`config.mk`:
```
export PLATFORM = sky130hd
export DESIGN_NAME = ps2_keyboard_rx
export DESIGN_NICKNAME = d
export VERILOG_FILES = /design/src/rtl/ps2_keyboard_rx.sv
export SDC_FILE = /design/constraint.sdc
export NUM_CORES = 1
export LEC_CHECK = 0
export BUFFER_PORTS_ARGS = -buffer_cell sky130_fd_sc_hd__buf_2
export CAP_MARGIN = 20
export CORE_ASPECT_RATIO = 0.6
export CORE_MARGIN = 2
export CORE_UTILIZATION = 65
export DETAILED_ROUTE_END_ITERATION = 8
export PLACE_DENSITY = 0.84
export SLEW_MARGIN = 40
export SYNTH_ARGS = -nofsm -noshare
export SYNTH_HDL_FRONTEND = slang
export SYNTH_SLANG_ARGS = --single-unit
```
`constraint.sdc`:
```
create_clock -name Clock -period 6.71 [get_ports Clock]
set_input_delay 0 -clock Clock [delete_from_list [all_inputs] [get_ports Clock]]
set_output_delay 0 -clock Clock [all_outputs]
set_load 0.01 [all_outputs]
```
`src/rtl/ps2_keyboard_rx.sv`:
```
// PS/2 keyboard receiver: pin sync, clock glitch filter, frame FSM, Set-2 decode, event FIFO.
// Ports: Clock/Reset; raw ps2_clk/ps2_data; key_valid/key_ready/key_data/key_release/key_ext; frame_err; overflow.
module ps2_keyboard_rx #(
  parameter int FILTER_LEN = 8,
  parameter int TIMEOUT    = 50000,
  parameter int FIFO_DEPTH = 4
) (
  input  logic       Clock,
  input  logic       Reset,
  input  logic       ps2_clk,
  input  logic       ps2_data,
  output logic       key_valid,
  input  logic       key_ready,
  output logic [7:0] key_data,
  output logic       key_release,
  output logic       key_ext,
  output logic       frame_err,
  output logic       overflow
);
  localparam int FW = (FILTER_LEN > 1) ? $clog2(FILTER_LEN) : 1;
  localparam int TW = $clog2(TIMEOUT + 1);
  localparam int AW = $clog2(FIFO_DEPTH);

  typedef enum logic [1:0] {IDLE, DATA, PARITY, STOP} state_t;

  logic clk_s1, clk_s2, dat_s1, dat_s2;
  logic filt, filt_d, fall;
  logic [FW-1:0] fcnt;

  state_t state;
  logic [2:0] bitcnt;
  logic [7:0] shreg;
  logic par, brk, ext;
  logic [TW-1:0] tcnt;

  logic good, push, pop, full, push_ok;
  logic [9:0] mem [FIFO_DEPTH];
  logic [9:0] head;
  logic [AW-1:0] wr, rd;
  logic [AW:0] count;

  // Idle PS/2 lines are high, so sync flops reset high.
  always_ff @(posedge Clock) begin
    if (Reset) begin
      clk_s1 <= 1'b1;
      clk_s2 <= 1'b1;
      dat_s1 <= 1'b1;
      dat_s2 <= 1'b1;
    end else begin
      clk_s1 <= ps2_clk;
      clk_s2 <= clk_s1;
      dat_s1 <= ps2_data;
      dat_s2 <= dat_s1;
    end
  end

  // Level must differ for FILTER_LEN consecutive cycles to be accepted.
  always_ff @(posedge Clock) begin
    if (Reset) begin
      filt   <= 1'b1;
      filt_d <= 1'b1;
      fcnt   <= '0;
    end else begin
      filt_d <= filt;
      if (clk_s2 == filt) begin
        fcnt <= '0;
      end else if (fcnt == FW'(FILTER_LEN - 1)) begin
        filt <= clk_s2;
        fcnt <= '0;
      end else begin
        fcnt <= fcnt + 1'b1;
      end
    end
  end

  assign fall = filt_d & ~filt;

  // Odd parity over data+parity, and stop bit must be high.
  assign good = dat_s2 & (^{shreg, par});
  assign push = fall && (state == STOP) && good &&
                (shreg != 8'hF0) && (shreg != 8'hE0);

  always_ff @(posedge Clock) begin
    if (Reset) begin
      state     <= IDLE;
      bitcnt    <= '0;
      shreg     <= '0;
      par       <= 1'b0;
      brk       <= 1'b0;
      ext       <= 1'b0;
      tcnt      <= '0;
      frame_err <= 1'b0;
    end else begin
      frame_err <= 1'b0;
      if (fall) begin
        tcnt <= '0;
        unique case (state)
          IDLE: begin
            if (!dat_s2) begin
              state  <= DATA;
              bitcnt <= '0;
            end
          end
          DATA: begin
            shreg  <= {dat_s2, shreg[7:1]};
            bitcnt <= bitcnt + 3'd1;
            if (bitcnt == 3'd7) state <= PARITY;
          end
          PARITY: begin
            par   <= dat_s2;
            state <= STOP;
          end
          STOP: begin
            state <= IDLE;
            if (!good) begin
              frame_err <= 1'b1;
            end else if (shreg == 8'hF0) begin
              brk <= 1'b1;
            end else if (shreg == 8'hE0) begin
              ext <= 1'b1;
            end else begin
              brk <= 1'b0;
              ext <= 1'b0;
            end
          end
        endcase
      end else if (state != IDLE) begin
        if (tcnt == TW'(TIMEOUT - 1)) begin
          state     <= IDLE;
          tcnt      <= '0;
          frame_err <= 1'b1;
          brk       <= 1'b0;
          ext       <= 1'b0;
        end else begin
          tcnt <= tcnt + 1'b1;
        end
      end
    end
  end

  // A full FIFO still accepts when the head leaves in the same cycle.
  assign full    = (count == (AW + 1)'(FIFO_DEPTH));
  assign pop     = key_valid & key_ready;
  assign push_ok = push & (~full | pop);

  always_ff @(posedge Clock) begin
    if (push_ok) mem[wr] <= {ext, brk, shreg};
  end

  always_ff @(posedge Clock) begin
    if (Reset) begin
      wr       <= '0;
      rd       <= '0;
      count    <= '0;
      overflow <= 1'b0;
    end else begin
      if (push_ok) wr <= wr + 1'b1;
      if (pop) rd <= rd + 1'b1;
      unique case ({push_ok, pop})
        2'b10:   count <= count + 1'b1;
        2'b01:   count <= count - 1'b1;
        default: count <= count;
      endcase
      if (push & ~push_ok) overflow <= 1'b1;
    end
  end

  assign key_valid   = (count != '0);
  assign head        = key_valid ? mem[rd] : '0;
  assign key_data    = head[7:0];
  assign key_release = head[8];
  assign key_ext     = head[9];

endmodule

```
Word level (Yosys, flattened, before mapping)
Memory sizes are Yosys's and may differ from the RTL's. A register that Yosys moved wholly into a read port is not among the register bits.
Index checks and enable logic that the tools add are counted.
{"block": "classes", "add_sub_neg": 7, "n_reduce_logical": 21, "eq_ne": 21, "bitwise_logic": 10, "mux": 32}
{"cell": "$mux 1", "n": 19}
{"cell": "$add 16x1->16 const B", "n": 1}
{"cell": "$eq 16x16->1 const B", "n": 1}
{"cell": "$eq 8x8->1 const B", "n": 2}
{"cell": "$mux 16", "n": 1}
{"cell": "$ne 8x8->1 const B", "n": 2}
{"cell": "$mux 2", "n": 7}
{"cell": "$pmux 3 s2", "n": 2}
{"cell": "$mux 10", "n": 1}
{"cell": "$reduce_and 5->1", "n": 2}
{"cell": "$reduce_bool 2->1", "n": 5}
{"cell": "$add 3x1->3 const B", "n": 3}
{"cell": "$eq 3x3->1 const B", "n": 3}
{"cell": "$ne 3x3->1 const B", "n": 3}
{"cell": "$reduce_xor 9->1", "n": 1}
{"cell": "$pmux 2 s4", "n": 1}
{"cell": "$eq 2x2->1 const B", "n": 3}
{"cell": "$reduce_and 2->1", "n": 3}
{"cell": "$and 1x1->1", "n": 5}
{"cell": "$add 2x1->2 const B", "n": 2}
{"cell": "$eq 2x1->1 const B", "n": 2}
{"cell": "$logic_and 1x1->1", "n": 4}
{"cell": "$ne 2x1->1 const B", "n": 2}
{"cell": "$ne 2x2->1 const B", "n": 2}
{"cell": "11 further kinds", "n": 14}
{"block": "totals", "word_cells": 111, "ram_bits": 40, "output_inout_bits": 13, "register_bits": 50, "memories": 1}
{"name": "mem", "words": 4, "width": 10, "read_ports": 1, "rd_ports_with_merged_regs": 1, "wr": 1, "line_no": "37", "text": "logic [9:0] mem [FIFO_DEPTH];"}

Logic depth before layout (Yosys ltp)
{"block": "depth", "depth_word": 9, "mapped_depth": 11, "depth_no_buf": 11}

Worst setup path before layout
OpenSTA, ideal clock, no wires.
{"block": "synth_path", "path_type": "register to register", "startpoint": "register shreg[0]", "endpoint": "register count[2]", "setup_time_ps": 74, "stages_incl_launch_ff": 11, "path_slack_ps": 4008, "t_arrival_ps": 2627, "path_buffers": 0, "path_cell_list": "dfxtp_1 xor3_2 a211o_1 mux2i_1 or2_1 inv_1 fa_1 nand2b_1 nor4_1 a21oi_1 a31oi_1"}
{"block": "synth_between", "elab_chain_len": 8, "word_cells_on_any_way": 12, "classes_between": "eq/ne (4); mux (1); bitwise (2); reduce/logical (5)"}
{"item": "start, declared", "line_no": "32", "text": "logic [7:0] shreg;"}
{"item": "start signal, assigned", "line_no": "105", "text": "shreg <= {dat_s2, shreg[7:1]};"}
{"item": "$reduce_xor 9->1", "line_no": "79", "text": "assign good = dat_s2 & (^{shreg, par});"}
{"item": "$and 1x1->1", "line_no": "79"}
{"item": "$logic_and 1x1->1 (2 in series)", "line_no": "80", "text": "assign push = fall && (state == STOP) && good &&"}
{"item": "$logic_and 1x1->1 *", "line_no": "81", "text": "(shreg != 8'hF0) && (shreg != 8'hE0);"}
{"item": "$and 1x1->1 *", "line_no": "144", "text": "assign push_ok = push & (~full | pop);"}
{"item": "$eq 2x1->1 / $eq 2x2->1 (equally long branches)", "line_no": "159", "text": "unique case ({push_ok, pop})"}
{"item": "$pmux 3 s2 / $reduce_bool 2->1 (equally long branches)"}
{"item": "end signal, assigned", "line_no": "160", "text": "2'b10: count <= count + 1'b1;"}
{"item": "end signal, assigned", "line_no": "161", "text": "2'b01: count <= count - 1'b1;"}
{"item": "end signal, assigned", "line_no": "162", "text": "default: count <= count;"}
{"item": "end, declared", "line_no": "40", "text": "logic [AW:0] count;"}
Mark *: on every way between the ends. The rest lies on a longest branch, timed or not.
A chain may end at the register's enable or synchronous reset.

Final worst setup path
Same ends and word-level chain as after synthesis.

==> results by stage <==
Cells and area:
- The share of cells above drive strength 1 is 15.86%.
- In the final design database the tool counted 386 nets.
- The final antenna diode count is 0.
- The area growth from synthesis to layout is 9.378%.

Routing:
- The number of nets with antenna violations after detailed routing is 0.
- The per-cell routed wire length is 17.21 um.
- The length of the first detailed-routing pass in iterations is 4.
- After detailed routing, the number of remaining DRC violations is 0.
- In this run, the number of DRC markers left after iteration 0 of detailed routing was 189.
- The routed via count divided by cell count is 5.928.
- After detailed routing, the total wire length is 7.846 mm.
- The total via count in the routed design is 2,703.

Place:
- The count of buffers added on input and output ports is 17.
- At the end of routability-driven placement, the weighted congestion stood at 0.8322.
- Timing analysis after detailed placement gives a worst setup slack of 3.620 ns.
- Detailed placement finished with a half-perimeter wire length of 5.270 mm.

Run:
- The total of max-cap violations is 0.

Synthesis:
- The most used flip-flop cell after synthesis is sky130_fd_sc_hd__dfxtp_1.
- The synthesized area per cell is 11.66 sq um.
- Counting flops with a built-in enable in the synthesized netlist gives 40.
- Summing every instance area after synthesis gives 4083 sq um.
- The netlist uses 54 different library cells.
- For this run, the register share of the synthesized area comes to 54.92%.
- Of all flip-flops after synthesis, the portion carrying an async set or reset was 0%.
- The flip-flop and latch count after synthesis is 92.
- The synthesis warning total is 0.
- The gate count of the mapped netlist is 350.
- The number of nets in the synthesized netlist is 369.

Floorplan:
- The die covers 6952 sq um.
- The starting density of the core is 67.11%.
- The standard-cell row count is 22.
- The x dimension of the die is 106.3 um.
- The chip height is 65.39 um.
- After floorplanning, the core was sized to cover 6083 sq um.
- The I/O pin total is 18.

Power and ir drop:
- The relative contribution of sequential cells to total power is 55.4%.
- The total power divided by cell area is 236.4 nW/um^2.
- The internal portion of the total power is 844.5 uW.
- In this run, the clock network consumes 42.2% of the power.
- IR analysis of the VDD net gives a maximum drop of 153.5 uV.
- Summed over all cells, the static leakage comes to 0.001646 uW.
- The share of total power dissipated in combinational logic is 2.4%.
- The net switching share of the total power is 19.99%.
- The reported net switching power is 211.0 uW.
- The design draws 1055 uW.

Worst setup path:
- The type of origin of the critical path is a flop.
- In this run the critical register-to-register path is launched from shreg[0]$_SDFFE_PP0P_.
- The worst reg-to-reg setup slack is 3.56 ns.
- The path depth of the worst reg2reg path is 10.
- The data arrival time of the critical path is 3.43 ns.
- STA classifies the critical path endpoint as a flop.
- Of all nets on the critical path, the largest fanout is 8.
- The data required time at the worst endpoint is 6.99 ns.
- The capture instance of the worst register-to-register path is count[2]$_SDFFE_PP0P_.
- The kind of critical path is flop to flop.

Clock tree:
- TritonCTS built the clock tree.
- The clock edge transition at the registers on the reported setup and hold paths is 0.08 ns.
- For the worst-skew pair, the clock arrives at the later sink with an insertion delay of 0.36 ns.
- The clock tree synthesis step divided the H-tree into 3 levels.
- The number of clock sinks is 92.
- The cell at the root of the clock tree is sky130_fd_sc_hd__clkbuf_8.
- The maximum count of clock buffers along a single path is 2.
- The post-CTS resize count is 0.
- Buffers inserted during clock tree synthesis total 9.

GRT:
- The overall overflow remaining after global route is 0.
- Across every metal layer, demand over resource in global routing totals 25.56%.
- The largest net degree at the start of global routing is 36.
- The initial antenna violation count is 0.
- The number of global-route vias before repair was 2,663.
- The first global-routing pass estimated 13.18 mm of wire.

Hold path:
- The worst hold path terminates at count[2]$_SDFFE_PP0P_.
- The number of cells on the worst hold path is 3.
- The worst hold path begins at key_ready.
- The worst min-delay path class is primary input to flop.

Timing:
- Setup violations remaining at the end of the flow were counted as 0.
- The relative slew slack is 53.10%.
- The final hold violation count is 0.
- The final number of max-transition violations is 0.
- Between clock sinks in the finished design, the worst skew comes to 0.01091 ns.
- Static timing analysis puts the maximum clock frequency at 317.8 MHz.
- For the final routed database, the setup TNS stands at 0 ns.
- The worst path needs 3.147 ns of the cycle, external delays included.
- The worst path uses 46.90% of the clock period.
- Setup repair after global routing left no endpoint under its margin.
- The worst path setup slack after routing is 3.563 ns.
- For the pin with the worst max-slew slack, the measured transition is 0.7004 ns.

Run status:
- The run finished with clean final reports.
[worst max-delay path, stage by stage, from the launching register on]
cell and delay (ns):
sky130_fd_sc_hd__dfxtp_1 0.48, sky130_fd_sc_hd__xor3_2 0.54, sky130_fd_sc_hd__a211o_1 0.25, sky130_fd_sc_hd__mux2i_1 0.43, sky130_fd_sc_hd__or2_1 0.26, sky130_fd_sc_hd__inv_1 0.07, sky130_fd_sc_hd__fa_1 0.42, sky130_fd_sc_hd__nand2b_1 0.19
sky130_fd_sc_hd__nor4_1 0.18, sky130_fd_sc_hd__a21oi_1 0.07, sky130_fd_sc_hd__a31oi_1 0.17
[registers in the layout, indices dropped and copies added, names as in the netlist, 2 cells and up, named ones only]
name,flops
state,2
tcnt,16
bitcnt,3
shreg,8
fcnt,3
mem,40
count,3
rd,2
wr,2
[metrics by stage]
stage / cell area (sq um) / cells / hold WS [ns] / utilization [%]
floorplan: 4083 / 350 / 0.1038 / -
global route: 4466 / 456 / 0.1004 / 73.41
global placement: 4197 / 438 / 0.1848 / 68.98
detailed placement: 4199 / 438 / 0.1861 / 69.03
finish: 4466 / 456 / 0.07697 / 73.41
CTS: 4466 / 456 / 0.06062 / 73.41
[area by class of cell]
class                           count  area [sq um]
Clock inverter                      6         118.9
Fill cell                         425          1618
Timing Repair Buffer               19         105.1
Clock buffer                       10         127.6
Sequential cell                    92          2242
Tap cell                           84         105.1
Inverter                            7         26.28
Multi-Input combinational cell    238          1740
[worst max-delay path by stage]
stage | start | end | slack [ns] | cells past startpoint
after floorplan | shreg[0]$_SDFFE_PP0P_ | count[2]$_SDFFE_PP0P_ | 4.01 | 10
after global placement | shreg[4]$_SDFFE_PP0P_ | count[2]$_SDFFE_PP0P_ | 3.83 | 10
after detailed placement | shreg[0]$_SDFFE_PP0P_ | count[2]$_SDFFE_PP0P_ | 3.62 | 10
after CTS | shreg[0]$_SDFFE_PP0P_ | count[2]$_SDFFE_PP0P_ | 3.59 | 10
after global routing | shreg[0]$_SDFFE_PP0P_ | count[2]$_SDFFE_PP0P_ | 3.34 | 10
final | shreg[0]$_SDFFE_PP0P_ | count[2]$_SDFFE_PP0P_ | 3.56 | 10
[cells by family (layout without fill, tap and decap cells)]
group | Yosys count | count (layout) | share of synthesized area, %
flip-flops | 92 | 92 | 54.92
AND/OR/NAND/NOR | 142 | 142 | 19.09
buffers and inverters | 20 | 42 | 2.513
adder cells (fa/ha/maj) | 14 | 14 | 4.475
XOR/XNOR | 26 | 26 | 6.344
multiplexers | 14 | 14 | 6.497
AO/OA/AOI/OAI | 42 | 42 | 6.160
[power by group through the flow]
stage | Sequential [uW] | Combinational [uW] | Clock [uW]
floorplan | 595 | 20.1 | 0
global placement | 598 | 23.4 | 0
detailed placement | 598 | 24.5 | 0
CTS | 585 | 25.3 | 455
global route | 586 | 27.8 | 477
finish | 585 | 25.1 | 446
[placed cells by master, fill, tap and decap left out, types with 4 or more instances in the layout]
| master | instances |
|---|---|
| sky130_fd_sc_hd__nor4_1 | 4 |
| sky130_fd_sc_hd__xnor2_1 | 14 |
| sky130_fd_sc_hd__o21ai_0 | 5 |
| sky130_fd_sc_hd__edfxtp_1 | 40 |
| sky130_fd_sc_hd__buf_2 | 17 |
| sky130_fd_sc_hd__a21oi_1 | 23 |
| sky130_fd_sc_hd__ha_1 | 13 |
| sky130_fd_sc_hd__or3_1 | 4 |
| sky130_fd_sc_hd__dfxtp_1 | 52 |
| sky130_fd_sc_hd__or2_2 | 7 |
| sky130_fd_sc_hd__clkbuf_8 | 9 |
| sky130_fd_sc_hd__mux2i_1 | 4 |
| sky130_fd_sc_hd__and3_1 | 10 |
| sky130_fd_sc_hd__and2_1 | 13 |
| sky130_fd_sc_hd__mux4_2 | 10 |
| sky130_fd_sc_hd__nor2_1 | 31 |
| sky130_fd_sc_hd__inv_1 | 7 |
| sky130_fd_sc_hd__nor3_1 | 5 |
| sky130_fd_sc_hd__nand3_1 | 20 |
| sky130_fd_sc_hd__nand2_1 | 23 |
| sky130_fd_sc_hd__xor2_1 | 10 |
[Yosys cell counts, types with 2 or more instances]
| library cell | instances | share of area, % |
|---|---|---|
| sky130_fd_sc_hd__nand4_1 | 2 | 0.31 |
| sky130_fd_sc_hd__nand2_1 | 23 | 2.1 |
| sky130_fd_sc_hd__and4b_1 | 3 | 0.74 |
| sky130_fd_sc_hd__mux2i_1 | 4 | 0.98 |
| sky130_fd_sc_hd__o211ai_1 | 3 | 0.55 |
| sky130_fd_sc_hd__nor3_1 | 5 | 0.61 |
| sky130_fd_sc_hd__or2_2 | 7 | 1.1 |
| sky130_fd_sc_hd__or3_1 | 4 | 0.61 |
| sky130_fd_sc_hd__xor2_1 | 10 | 2.1 |
| sky130_fd_sc_hd__clkbuf_1 | 8 | 0.74 |
| sky130_fd_sc_hd__nor3b_1 | 2 | 0.37 |
| sky130_fd_sc_hd__edfxtp_1 | 40 | 29 |
| sky130_fd_sc_hd__nand3_1 | 20 | 2.5 |
| sky130_fd_sc_hd__a211o_1 | 2 | 0.43 |
| sky130_fd_sc_hd__a31oi_1 | 2 | 0.31 |
| sky130_fd_sc_hd__a21oi_1 | 23 | 2.8 |
| sky130_fd_sc_hd__inv_1 | 7 | 0.64 |
| sky130_fd_sc_hd__mux4_2 | 10 | 5.5 |
| sky130_fd_sc_hd__clkbuf_8 | 2 | 0.67 |
| sky130_fd_sc_hd__ha_1 | 13 | 4.0 |
| sky130_fd_sc_hd__xnor2_1 | 14 | 3.0 |
| sky130_fd_sc_hd__nor4b_1 | 2 | 0.43 |
| sky130_fd_sc_hd__o21ai_0 | 5 | 0.61 |
| sky130_fd_sc_hd__nand4b_1 | 2 | 0.43 |
| sky130_fd_sc_hd__and3_1 | 10 | 1.5 |
| sky130_fd_sc_hd__nor2b_1 | 3 | 0.46 |
| sky130_fd_sc_hd__nor4_1 | 4 | 0.61 |
| sky130_fd_sc_hd__nor2_1 | 31 | 2.9 |
| sky130_fd_sc_hd__dfxtp_1 | 52 | 25 |
| sky130_fd_sc_hd__and2_1 | 13 | 2.0 |
[repair_timing]
action | in CTS | in global routing
hold endpoints to repair | 2 | 0
setup buffers | 0 | 0
hold buffers | 2 | 0
[layer usage]
layer  vias up  share of wire, %  routed length (um)  GRT usage (%)
met2        65                49                3850          41.99
met4         0              0.87                  68          6.250
met1      1336                45                3513          32.89
met3         7               5.3                 414          9.127
met5         -                 0                   0              0
li1       1295                 -                   -              -
(Power assumes the default switching activity.)
